[config.mk]
export PLATFORM = sky130hd
export DESIGN_NAME = usb_buffer_arbiter
export DESIGN_NICKNAME = d
export VERILOG_FILES = /design/src/rtl/usb_buffer_pkg.sv /design/src/rtl/buffer_prio_arb.sv /design/src/rtl/usb_buffer_arbiter.sv
export SDC_FILE = /design/constraint.sdc
export NUM_CORES = 1
export LEC_CHECK = 0
export ABC_AREA = 0
export CAP_MARGIN = 15
export CORE_ASPECT_RATIO = 0.75
export CORE_MARGIN = 1.5
export CORE_UTILIZATION = 44
export CTS_CLUSTER_SIZE = 14
export DETAILED_ROUTE_END_ITERATION = 16
export GPL_TIMING_DRIVEN = 0
export MAX_ROUTING_LAYER = met4
export PLACE_DENSITY = 0.76
export SLEW_MARGIN = 25
export SYNTH_ARGS = -nofsm -noshare
export SYNTH_HDL_FRONTEND = slang
export SYNTH_HIERARCHICAL = 1
export SYNTH_SLANG_ARGS = --single-unit
[constraint.sdc]
create_clock -name clk -period 2.9 [get_ports clk]
set_input_delay 0.725 -clock clk [delete_from_list [all_inputs] [get_ports clk]]
set_output_delay 0.725 -clock clk [all_outputs]
set_load 0.05 [all_outputs]
[src/rtl/usb_buffer_pkg.sv]
// usb_buffer_pkg
//   Shared definitions for the USB endpoint buffer arbiter.
//   - DEPTH_DEF / AW_DEF : default FIFO depth in bytes and its address width.
//   - req_src_t          : request sources. The encoding doubles as the bit
//                          index of each source in the request/grant vectors.
//   - PRIO_ORDER         : sources listed from highest to lowest priority.
//   - src_is_push        : true for the two sources that write the FIFO.
package usb_buffer_pkg;

  localparam int unsigned DEPTH_DEF = 64;
  localparam int unsigned AW_DEF    = 6;
  localparam int unsigned NUM_SRC   = 4;

  typedef enum logic [1:0] {
    SRC_RX_STORE  = 2'd0,
    SRC_TX_GET    = 2'd1,
    SRC_AHB_STORE = 2'd2,
    SRC_AHB_GET   = 2'd3
  } req_src_t;

  // The USB side comes first because it has bit-timing deadlines.
  localparam req_src_t PRIO_ORDER [NUM_SRC] = '{SRC_RX_STORE, SRC_TX_GET,
                                               SRC_AHB_STORE, SRC_AHB_GET};

  function automatic logic src_is_push(input req_src_t s);
    return (s == SRC_RX_STORE) || (s == SRC_AHB_STORE);
  endfunction

endpackage

[src/rtl/buffer_prio_arb.sv]
// buffer_prio_arb
//   Four-request fixed-priority arbiter, purely combinational.
//   Ports:
//     req [NUM_SRC-1:0] in  : pending requests, bit index = req_src_t value.
//     gnt [NUM_SRC-1:0] out : one-hot grant (all zero when nothing pending).
module buffer_prio_arb
  import usb_buffer_pkg::*;
(
  input  logic [NUM_SRC-1:0] req,
  output logic [NUM_SRC-1:0] gnt
);

  // Walk from lowest to highest priority so the highest-priority request
  // present is the one left standing.
  always_comb begin
    gnt = '0;
    for (int i = NUM_SRC - 1; i >= 0; i--) begin
      if (req[PRIO_ORDER[i]]) begin
        gnt                = '0;
        gnt[PRIO_ORDER[i]] = 1'b1;
      end
    end
  end

endmodule

[src/rtl/usb_buffer_arbiter.sv]
// usb_buffer_arbiter
//   Controller for the USB endpoint's shared byte FIFO held in an external
//   single-port synchronous SRAM. Latches store/get pulses from the AHB side
//   and the USB side, grants one SRAM access per cycle by fixed priority,
//   maintains the circular pointers and occupancy, and returns read data.
//   Ports:
//     clk, rst (async, active-high), clear (sync flush)
//     store_tx_data/tx_data, get_rx_data -> rx_data/rx_data_valid    (AHB)
//     store_rx_packet_data/rx_packet_data,
//     get_tx_packet_data -> tx_packet_data/tx_packet_data_valid      (USB)
//     buffer_occ, overflow, underflow, req_drop                      (status)
//     mem_en, mem_we, mem_addr, mem_wdata, mem_rdata                 (SRAM)
module usb_buffer_arbiter
  import usb_buffer_pkg::*;
#(
  parameter int unsigned DEPTH = DEPTH_DEF,
  parameter int unsigned AW    = AW_DEF
) (
  input  logic          clk,
  input  logic          rst,
  input  logic          clear,
  input  logic          store_tx_data,
  input  logic [7:0]    tx_data,
  input  logic          get_rx_data,
  output logic [7:0]    rx_data,
  output logic          rx_data_valid,
  input  logic          store_rx_packet_data,
  input  logic [7:0]    rx_packet_data,
  input  logic          get_tx_packet_data,
  output logic [7:0]    tx_packet_data,
  output logic          tx_packet_data_valid,
  output logic [AW:0]   buffer_occ,
  output logic          overflow,
  output logic          underflow,
  output logic          req_drop,
  output logic          mem_en,
  output logic          mem_we,
  output logic [AW-1:0] mem_addr,
  output logic [7:0]    mem_wdata,
  input  logic [7:0]    mem_rdata
);

  logic [NUM_SRC-1:0] req_pulse, gnt, gnt_eff;
  logic [NUM_SRC-1:0] pend_d, pend_q;
  logic [7:0]         rx_hold_d, rx_hold_q, ahb_hold_d, ahb_hold_q;
  logic [AW-1:0]      wr_ptr_d, wr_ptr_q, rd_ptr_d, rd_ptr_q;
  logic [AW:0]        occ_d, occ_q;
  logic               overflow_d, overflow_q, underflow_d, underflow_q;
  logic               req_drop_d, req_drop_q;
  logic               rd_vld_d, rd_vld_q, rd_to_tx_d, rd_to_tx_q;
  logic               rd_empty_d, rd_empty_q;
  logic [7:0]         rx_data_d, rx_data_q, tx_pkt_d, tx_pkt_q;
  logic               rx_vld_d, rx_vld_q, tx_vld_d, tx_vld_q;
  logic               full, empty, push_gnt, pop_gnt;

  always_comb begin
    req_pulse                = '0;
    req_pulse[SRC_RX_STORE]  = store_rx_packet_data;
    req_pulse[SRC_TX_GET]    = get_tx_packet_data;
    req_pulse[SRC_AHB_STORE] = store_tx_data;
    req_pulse[SRC_AHB_GET]   = get_rx_data;
  end

  buffer_prio_arb u_arb (
    .req (pend_q),
    .gnt (gnt)
  );

  assign full  = (occ_q == (AW+1)'(DEPTH));
  assign empty = (occ_q == '0);

  always_comb begin
    // clear suppresses the grant outright, so it also blocks any SRAM access.
    gnt_eff  = clear ? '0 : gnt;
    push_gnt = gnt_eff[SRC_RX_STORE] | gnt_eff[SRC_AHB_STORE];
    pop_gnt  = gnt_eff[SRC_TX_GET]   | gnt_eff[SRC_AHB_GET];

    mem_we    = push_gnt && !full;
    mem_en    = mem_we || (pop_gnt && !empty);
    mem_addr  = '0;
    mem_wdata = '0;
    if (mem_we) begin
      mem_addr  = wr_ptr_q;
      mem_wdata = gnt_eff[SRC_RX_STORE] ? rx_hold_q : ahb_hold_q;
    end else if (mem_en) begin
      mem_addr  = rd_ptr_q;
    end

    wr_ptr_d    = wr_ptr_q;
    rd_ptr_d    = rd_ptr_q;
    occ_d       = occ_q;
    overflow_d  = overflow_q  | (push_gnt && full);
    underflow_d = underflow_q | (pop_gnt && empty);
    req_drop_d  = req_drop_q  | (|(req_pulse & pend_q));
    pend_d      = (pend_q & ~gnt_eff) | (req_pulse & ~pend_q);
    rx_hold_d   = rx_hold_q;
    ahb_hold_d  = ahb_hold_q;
    if (req_pulse[SRC_RX_STORE] && !pend_q[SRC_RX_STORE] && !clear)
      rx_hold_d = rx_packet_data;
    if (req_pulse[SRC_AHB_STORE] && !pend_q[SRC_AHB_STORE] && !clear)
      ahb_hold_d = tx_data;

    if (mem_we) begin
      wr_ptr_d = wr_ptr_q + AW'(1);
      occ_d    = occ_q + (AW+1)'(1);
    end else if (mem_en) begin
      rd_ptr_d = rd_ptr_q + AW'(1);
      occ_d    = occ_q - (AW+1)'(1);
    end

    if (clear) begin
      wr_ptr_d    = '0;
      rd_ptr_d    = '0;
      occ_d       = '0;
      overflow_d  = 1'b0;
      underflow_d = 1'b0;
      req_drop_d  = 1'b0;
      pend_d      = '0;
    end

    // Read return: one cycle to get SRAM data, one to register it. A read
    // already in flight completes even if clear arrives meanwhile.
    rd_vld_d   = pop_gnt;
    rd_to_tx_d = gnt_eff[SRC_TX_GET];
    rd_empty_d = empty;
    rx_vld_d   = rd_vld_q && !rd_to_tx_q;
    tx_vld_d   = rd_vld_q &&  rd_to_tx_q;
    rx_data_d  = rx_data_q;
    tx_pkt_d   = tx_pkt_q;
    if (rx_vld_d) rx_data_d = rd_empty_q ? 8'h00 : mem_rdata;
    if (tx_vld_d) tx_pkt_d  = rd_empty_q ? 8'h00 : mem_rdata;
  end

  always_ff @(posedge clk or posedge rst) begin
    if (rst) begin
      pend_q      <= '0;
      wr_ptr_q    <= '0;
      rd_ptr_q    <= '0;
      occ_q       <= '0;
      overflow_q  <= 1'b0;
      underflow_q <= 1'b0;
      req_drop_q  <= 1'b0;
      rd_vld_q    <= 1'b0;
      rd_to_tx_q  <= 1'b0;
      rd_empty_q  <= 1'b0;
      rx_data_q   <= '0;
      tx_pkt_q    <= '0;
      rx_vld_q    <= 1'b0;
      tx_vld_q    <= 1'b0;
    end else begin
      pend_q      <= pend_d;
      wr_ptr_q    <= wr_ptr_d;
      rd_ptr_q    <= rd_ptr_d;
      occ_q       <= occ_d;
      overflow_q  <= overflow_d;
      underflow_q <= underflow_d;
      req_drop_q  <= req_drop_d;
      rd_vld_q    <= rd_vld_d;
      rd_to_tx_q  <= rd_to_tx_d;
      rd_empty_q  <= rd_empty_d;
      rx_data_q   <= rx_data_d;
      tx_pkt_q    <= tx_pkt_d;
      rx_vld_q    <= rx_vld_d;
      tx_vld_q    <= tx_vld_d;
    end
  end

  // Write-data holding registers are only consumed under a pending flag,
  // so they need no reset.
  always_ff @(posedge clk) begin
    rx_hold_q  <= rx_hold_d;
    ahb_hold_q <= ahb_hold_d;
  end

  assign rx_data              = rx_data_q;
  assign rx_data_valid        = rx_vld_q;
  assign tx_packet_data       = tx_pkt_q;
  assign tx_packet_data_valid = tx_vld_q;
  assign buffer_occ           = occ_q;
  assign overflow             = overflow_q;
  assign underflow            = underflow_q;
  assign req_drop             = req_drop_q;

endmodule

==> impl_results.md, run 1 <==
* Status: finished with violations
* Failing checks: setup timing
* Post-Synthesis Cells at 275
* Hold buffers post-CTS at 0
* Pre-antenna DRT Iters at 4
* Crit path time final at about 3000 ps
* Max VDD drop at 684 uV
* Post-Route WL at slightly above 7000 um
* # port buffers at 74
* Pre-CTS worst setup slack at -833 ps
* WL per Instance at ~16 um
* Die Span Y at between 70 and 80 um
* WP data arrival at 2250 ps
* Clock sink count at 63
* CTS clock-pin slew for the worst setup and hold paths at 70 ps
* Initial Util at 46.5%
* Ys async rst share at around three quarters
* Syn_nets at 315
* Core footprint at 6440 um^2
* Max Slew Vio Count at 0
* Overflow after GRT at 0
* RSZ-0062 raised after global routing: true
* Fin worst setup slack at -73.6 ps
* Leakage dissipation at 1.93 nW
* CP startpoint kind: flip-flop
* Syn. warnings at 6
* Fraction of layout cells with a size suffix above 1 at 24.9%
* Rel. slew slack at 52.6%
* H-tree Lvls at 3
* CTS tree: yes
* DP HPWL at 4770 um
* Num CTS Buffers at 9
* Iteration-0 DRC Markers at 141
* FP Rows at 25
* Synth-to-layout area growth at 45.9%
* Seq/Total Area, Yosys at a little under three fifths
* Placer congestion estimate at 0.824
* Syn_area_per_cell at 10.9 um^2
* Main synth FF type: dfrtp_1
* Max Fanout on Critical Path at 6
* Gr usage total at about 21%
* Vias in the first global route at 2320
* Nets at 421
* Netlist Area Pre-Place at 3000 um^2
* Fin cells at around 470
* # DRC at 0
* Worst slew pin tran at 708 ps
* Final ANT Viol Nets at 0
* Routed vias at 2465
* Skew final at 3.57 ps
* R2R Setup Slk at 160 ps
* Max Buffers Root-to-Sink at 2
* Worst path required time at 2170 ps
* Final period util at 103%
* Tot Pwr at 0.00391 W
* First-pass GRT wire length at 11300 um
* FF-to-FF Start: pend_q[1]
* Synthesis-stage register bit count at 63
* Power Dens Cells at around 890 nW/um^2
* HP Class: flip-flop to flip-flop
* Placed Cells at roughly 430
* Maxcap violations at 0
* Kind of critical path: flip-flop to primary output
* Die Area at 7330 um^2
* Final Cell Area at about 4400 um^2
* Setup violators final at 3
* Crit end category: primary output
* Area post-placement at about 3900 um^2
* Final number of hold-violating endpoints at 0
* Critical path startpoint: pend_q[2]
* Largest net degree at the start of global routing at 32
* Initial antenna violation count at 0
* Worst-Skew Late Latency at 340 ps
* ANT cells at 0
* Distinct cell type count after synthesis at 49
* Top Ports at 75
* Vias per Instance at ~5.3
* Root Buffer: clkbuf_8
* Post-synth EDFFs at 16
* Hold_sp: rx_data[0]
* F_max at 0.336 GHz
* DIE WIDTH at roughly 98 um
[layer usage]
layer	track usage, %	part of all wire (%)	vias to the layer above
li1	-	-	1185
met1	27.7	49	1198
met2	30.2	44	73
met3	6.95	6.0	9
met4	5.32	1.1	0
met5	-	0	-
[Yosys cell counts, types with 5 or more instances]
cell type	n	area share, %
a21oi_1	10	1.7
a22o_1	6	1.8
clkbuf_1	7	0.88
dfrtp_1	47	39
edfxtp_1	16	16
ha_1	8	3.3
inv_1	9	1.1
mux2i_1	13	4.3
nand2_1	25	3.1
nand2b_1	15	3.1
nor2_1	34	4.3
o21ai_0	22	3.7
xor2_1	5	1.5
[cell families after synthesis]
family,count (synthesis),synth area share (%)
compound gates,60,13.4
xor+xnor,9,2.63
fa+ha+maj,9,4.01
buf+inv,20,2.96
flops,63,55.2
mux,14,4.71
simple gates,100,17.1
[worst max-delay path, cell delays in order, from the launching register on]
cell and delay [ps]:
dfrtp_2 410, nor3b_4 160, buf_4 140, or2_4 260
a21o_4 210, a21boi_4 280, buf_6 150, a22o_1 140
buf_6 160
[final cells by class]
| cell class | instances | area, um^2 |
|---|---|---|
| sequential | 63 | 1670 |
| timing repair buffer | 97 | 918 |
| multi-input combinational | 192 | 1370 |
| buffer | 9 | 63.8 |
| fill | 479 | 2070 |
| clock buffer | 12 | 176 |
| inverter | 9 | 33.8 |
| clock inverter | 4 | 48.8 |
| tap | 81 | 101 |
[power by group]
| part | switching, W | internal [W] | total, W |
|---|---|---|---|
| Sequential | 0.000152 | 0.00108 | 0.00123 |
| Combinational | 0.00110 | 0.000739 | 0.00184 |
| Clock | 0.000345 | 0.000495 | 0.000840 |
| Total | 0.00160 | 0.00231 | 0.00391 |
[cells in the final DEF, fill, tap and decap left out, types with 13 or more instances in the layout]
master,instances
nand2b_1,13
buf_4,19
mux2i_1,13
nor2_1,31
clkdlybuf4s50_1,57
nand2_1,25
dfrtp_1,39
o21ai_0,22
edfxtp_1,16
[per-stage QoR]
step	hold slack [ps]	setup TNS [ps]	utilization [%]
after floorplan	505	0	-
after global placement	466	-17620	59.7
after detailed placement	472	-12440	60.2
after CTS	488	-17.3	64.6
after global routing	508	-542	67.9
final	480	-206	67.9
[registers in the layout, indices dropped and copies added (netlist names), 4 cells and up]
signal / flops
pend_q: 4
rx_data: 8
rx_hold_q: 8
rd_ptr_q: 6
wr_ptr_q: 6
buffer_occ: 7
ahb_hold_q: 8
tx_packet_data: 8
[timing repair]
action | CTS | global route
buffers inserted | 10 | 11
cloned | 0 | 1
setup endpoints to repair | 18 | 18
gates resized for setup | 106 | 23
pin swaps | 2 | 7
[final timing paths]
check,end,depth (start not counted)
worst max-delay path,mem_addr[0],8
worst min-delay path,rx_data[0],2
worst max register to register,buffer_occ[5],12
worst min register to register,rx_data[0],2
max in group asynchronous,buffer_occ[4],3
min in group asynchronous,tx_packet_data_valid,2
Power figures use the tool's default switching activity.
==> inputs of run 2 (changes only) <==
--- a/config.mk
+++ b/config.mk
@@ -6,9 +6,8 @@
 export NUM_CORES = 1
 export LEC_CHECK = 0
 export ABC_AREA = 0
-export CAP_MARGIN = 15
+export CAP_MARGIN = 10
 export CORE_ASPECT_RATIO = 0.75
-export CORE_MARGIN = 1.5
 export CORE_UTILIZATION = 44
 export CTS_CLUSTER_SIZE = 14
 export DETAILED_ROUTE_END_ITERATION = 16
==> run 2 against run 1 <==
Net effect: the run now ends clean; hold slack improved by 4.4 ps; sequential share of layout area rose by 0.86 points; sequential cell count is the same; critical path depth decreased by 1; sequential power about the same; final cell count fell by 1.9%; design area decreased by 2.2%; count of clock-buffer cells in the layout decreased by 3; combinational power is essentially flat; highest routed layer unchanged; clock skew grew 5.7 ps; utilization shrank 1.5 points.
==> impl_results.md, run 2 (synthesized netlist as in run 1, its figures left out) <==
* R2R Setup Slk at 80 ps (-80 ps)
* Crit-path slowest cell: dfrtp_2
* DP HPWL at 5000 um (+4.9%)
* Gr usage total at 21.2% (+0.59 points)
* F_max at 0.347 GHz (+3.2%)
* HP Class: flip-flop to flip-flop
* Placed Cells at 431 (unchanged)
* Busiest grt layer: met2
* Net Sw Power at 0.00163 W (+1.9%)
* # DRC at 0 (unchanged)
* Largest net degree at the start of global routing at 29 (-9.4%)
* Nets at 412 (-2.1%)
* Routed vias at 2487 (+0.89%)
* Final number of hold-violating endpoints at 0 (unchanged)
* Post-Route WL at 7270 um (+0.40%)
* GR Layer Usage met3 at 6.66% (-0.29 points)
* Final period util at 99.3% (-3.2 points)
* Met2 usage at 32.8% (+2.6 points)
* Pre-CTS worst setup slack at -832 ps (+0.411 ps)
* Crit path time final at 2880 ps (-93.2 ps)
* Kind of critical path: flip-flop to primary output
* Placer congestion estimate at 0.792 (-3.9%)
* Fraction of layout cells with a size suffix above 1 at 23.9% (-1.0 points)
* Worst path required time at 2170 ps (about the same)
* Top Ports at 75 (unchanged)
* WL per Instance at 15.9 um (+2.4%)
* ANT cells at 0 (unchanged)
* Max Slew Vio Count at 0 (unchanged)
* FP Rows at 25 (unchanged)
* Critical path's most frequent cell: buf_6
* Die Span Y at 73.5 um (-1.3%)
* Fin cells at 458 (-1.9%)
* Sw frac at 42.5% (+1.6 points)
* Sequential share of power at 32.4% (+1.0 points)
* # port buffers at 74 (unchanged)
* Max Fanout on Critical Path at 12 (+6)
* Combinational Power Share at 47.4% (+0.3 points)
* Rel. slew slack at 52.2% (-0.39 points)
* Initial antenna violation count at 0 (unchanged)
* FF-to-FF Start: buffer_occ[0]
* Vias in the first global route at 2387 (+2.9%)
* First-pass GRT wire length at 11300 um (-0.36%)
* Reg area at 1670 um^2 (unchanged)
* CP Capture Point: mem_addr[1]
* Crit Reg-Reg Endpoint: buffer_occ[6]
* Critical path depth at 7 (-1)
* Status: finished clean
* Fin worst setup slack at 19.6 ps (+93.2 ps)
* Leakage dissipation at 1.85 nW (-3.9%)
* R2R cell count at 11 (-1)
* Multi-input gate area at 1380 um^2 (+0.55%)
* CP cell instances: nor4_4 -> a31oi_1 -> nand2b_1 -> buf_6 -> inv_8 -> a22o_1 -> buf_6
* Max VDD drop at 758 uV (+11%)
* DIE WIDTH at 97.3 um (-1.0%)
* Setup violators final at 0 (-3)
* Setup TNS at 0 ps (+206 ps)
* Buf/Inv on CP at 3 (unchanged)
* CP startpoint kind: flip-flop
* Most frequent cells in the layout: 57 x clkdlybuf4s50_1, 39 x dfrtp_1, 28 x nor2_1
* Die Area at 7150 um^2 (-2.3%)
* Worst slew pin tran at 713 ps (+5.76 ps)
* Root Buffer: clkbuf_8
* Hold buffers post-CTS at 0 (unchanged)
* Clock sink count at 63 (unchanged)
* Pre-antenna DRT Iters at 4 (unchanged)
* Crit end category: primary output
* Commonest non-fill, non-tap cell in the layout: clkdlybuf4s50_1
* Vias per Instance at 5.43 (+2.9%)
* H-tree Lvls at 3 (unchanged)
* WP data arrival at 2160 ps (-90 ps)
* Iteration-0 DRC Markers at 131 (-7.1%)
* CTS clock-pin slew for the worst setup and hold paths at 80 ps (about the same)
* Clock network power share at 20.2% (-1.3 points)
* Synth-to-layout area growth at 42.7%
* Initial Util at 46.5% (unchanged)
* Skew final at 9.29 ps (+5.72 ps)
* CTS tree: yes
* Critical path startpoint: buffer_occ[0]
* Max Buffers Root-to-Sink at 2 (unchanged)
* Power Dens Cells at 897 nW/um^2 (+0.35%)
* RSZ-0062 raised after global routing: true
* Cell family contributing the most delay on the critical path: simple AND/OR/NAND/NOR gates
* Final ANT Viol Nets at 0 (unchanged)
* CP max stage delay at 460 ps (+50 ps)
* Fill cell count at 518 (+8.1%)
* Pint at 0.00221 W (-4.5%)
* Worst-Skew Late Latency at 340 ps (about the same)
* Overflow after GRT at 0 (unchanged)
* Global routing usage on met1 at 27.1% (-0.60 points)
* Core footprint at 6440 um^2 (unchanged)
* Num CTS Buffers at 9 (unchanged)
* Maxcap violations at 0 (unchanged)
## run 2: cell types whose count changed in the layout (fill, tap and decap cells not counted), sizes merged
| cell | previous run | this run |
|---|---|---|
| clkbuf | 21 | 14 |
| clkinvlp | 1 | 0 |
| clkinv | 1 | 5 |
| buf | 39 | 34 |
## run 2: stage by stage
stage,cell area [um^2],total power (W),util (%),hold slack (ps)
after floorplan,3010,0.00235,-,505
after global placement,3850,0.00282,59.7,465
after detailed placement,3880,0.00288,60.2,474
after CTS,4090,0.00372,63.5,491
after global routing,4280,0.00404,66.4,511
final,4280,0.00384,66.4,485
## run 2: metal layers
| layer | routed length, um | up-vias |
|---|---|---|
| met4 | 70 | 0 |
| li1 | - | 1170 |
| met3 | 503 | 10 |
| met5 | 0 | - |
| met1 | 3300 | 1225 |
| met2 | 3400 | 82 |
## run 2: layout make-up
cell class	count	area share (%)
multi-input cells	192	32.1
plain buffers	8	1.14
clock inverters	7	1.70
well taps	81	2.37
clock buffers	9	2.89
flip-flops and latches	63	38.9
repair buffers	89	19.9
inverters	9	0.965
## run 2: worst min path at each step
| stage | slack, ps | depth (start not counted) | startpoint | end |
|---|---|---|---|---|
| finish | 480 | 2 | tx_packet_data[5] | tx_packet_data[5] |
| global route | 510 | 2 | tx_packet_data[4] | tx_packet_data[4] |
| CTS | 490 | 2 | tx_packet_data[5] | tx_packet_data[5] |
| detailed placement | 470 | 2 | tx_packet_data[5] | tx_packet_data[5] |
| global placement | 460 | 2 | rx_data[7] | rx_data[7] |
| floorplan | 500 | 1 | rd_ptr_q[3] | rd_ptr_q[3] |
## run 2: power groups by stage
stage	registers, W	logic (W)	clock network (W)
final	0.00124	0.00182	0.000776
after global routing	0.00127	0.00195	0.000820
after CTS	0.00123	0.00170	0.000788
after detailed placement	0.00125	0.00162	0
after global placement	0.00124	0.00158	0
after floorplan	0.00168	0.000670	0
## run 2: worst register-to-register path, cell delays in order, from the launching register on
cell and delay, ps:
dfrtp_2 460, nor4_4 410, a31oi_1 170, nand2b_1 190, buf_4 160, buf_6 180
ha_4 230, o21a_1 170, o31a_1 140, o31ai_2 300, mux2i_1 210, and3_1 170
## run 2: timing repair
action,4_1_cts,5_1_grt
gates cloned,0,1
setup buffers,5,8
endpoints found under the hold margin,0,0
gates resized for setup,103,40
setup endpoints to repair,18,18
pin swaps,3,11
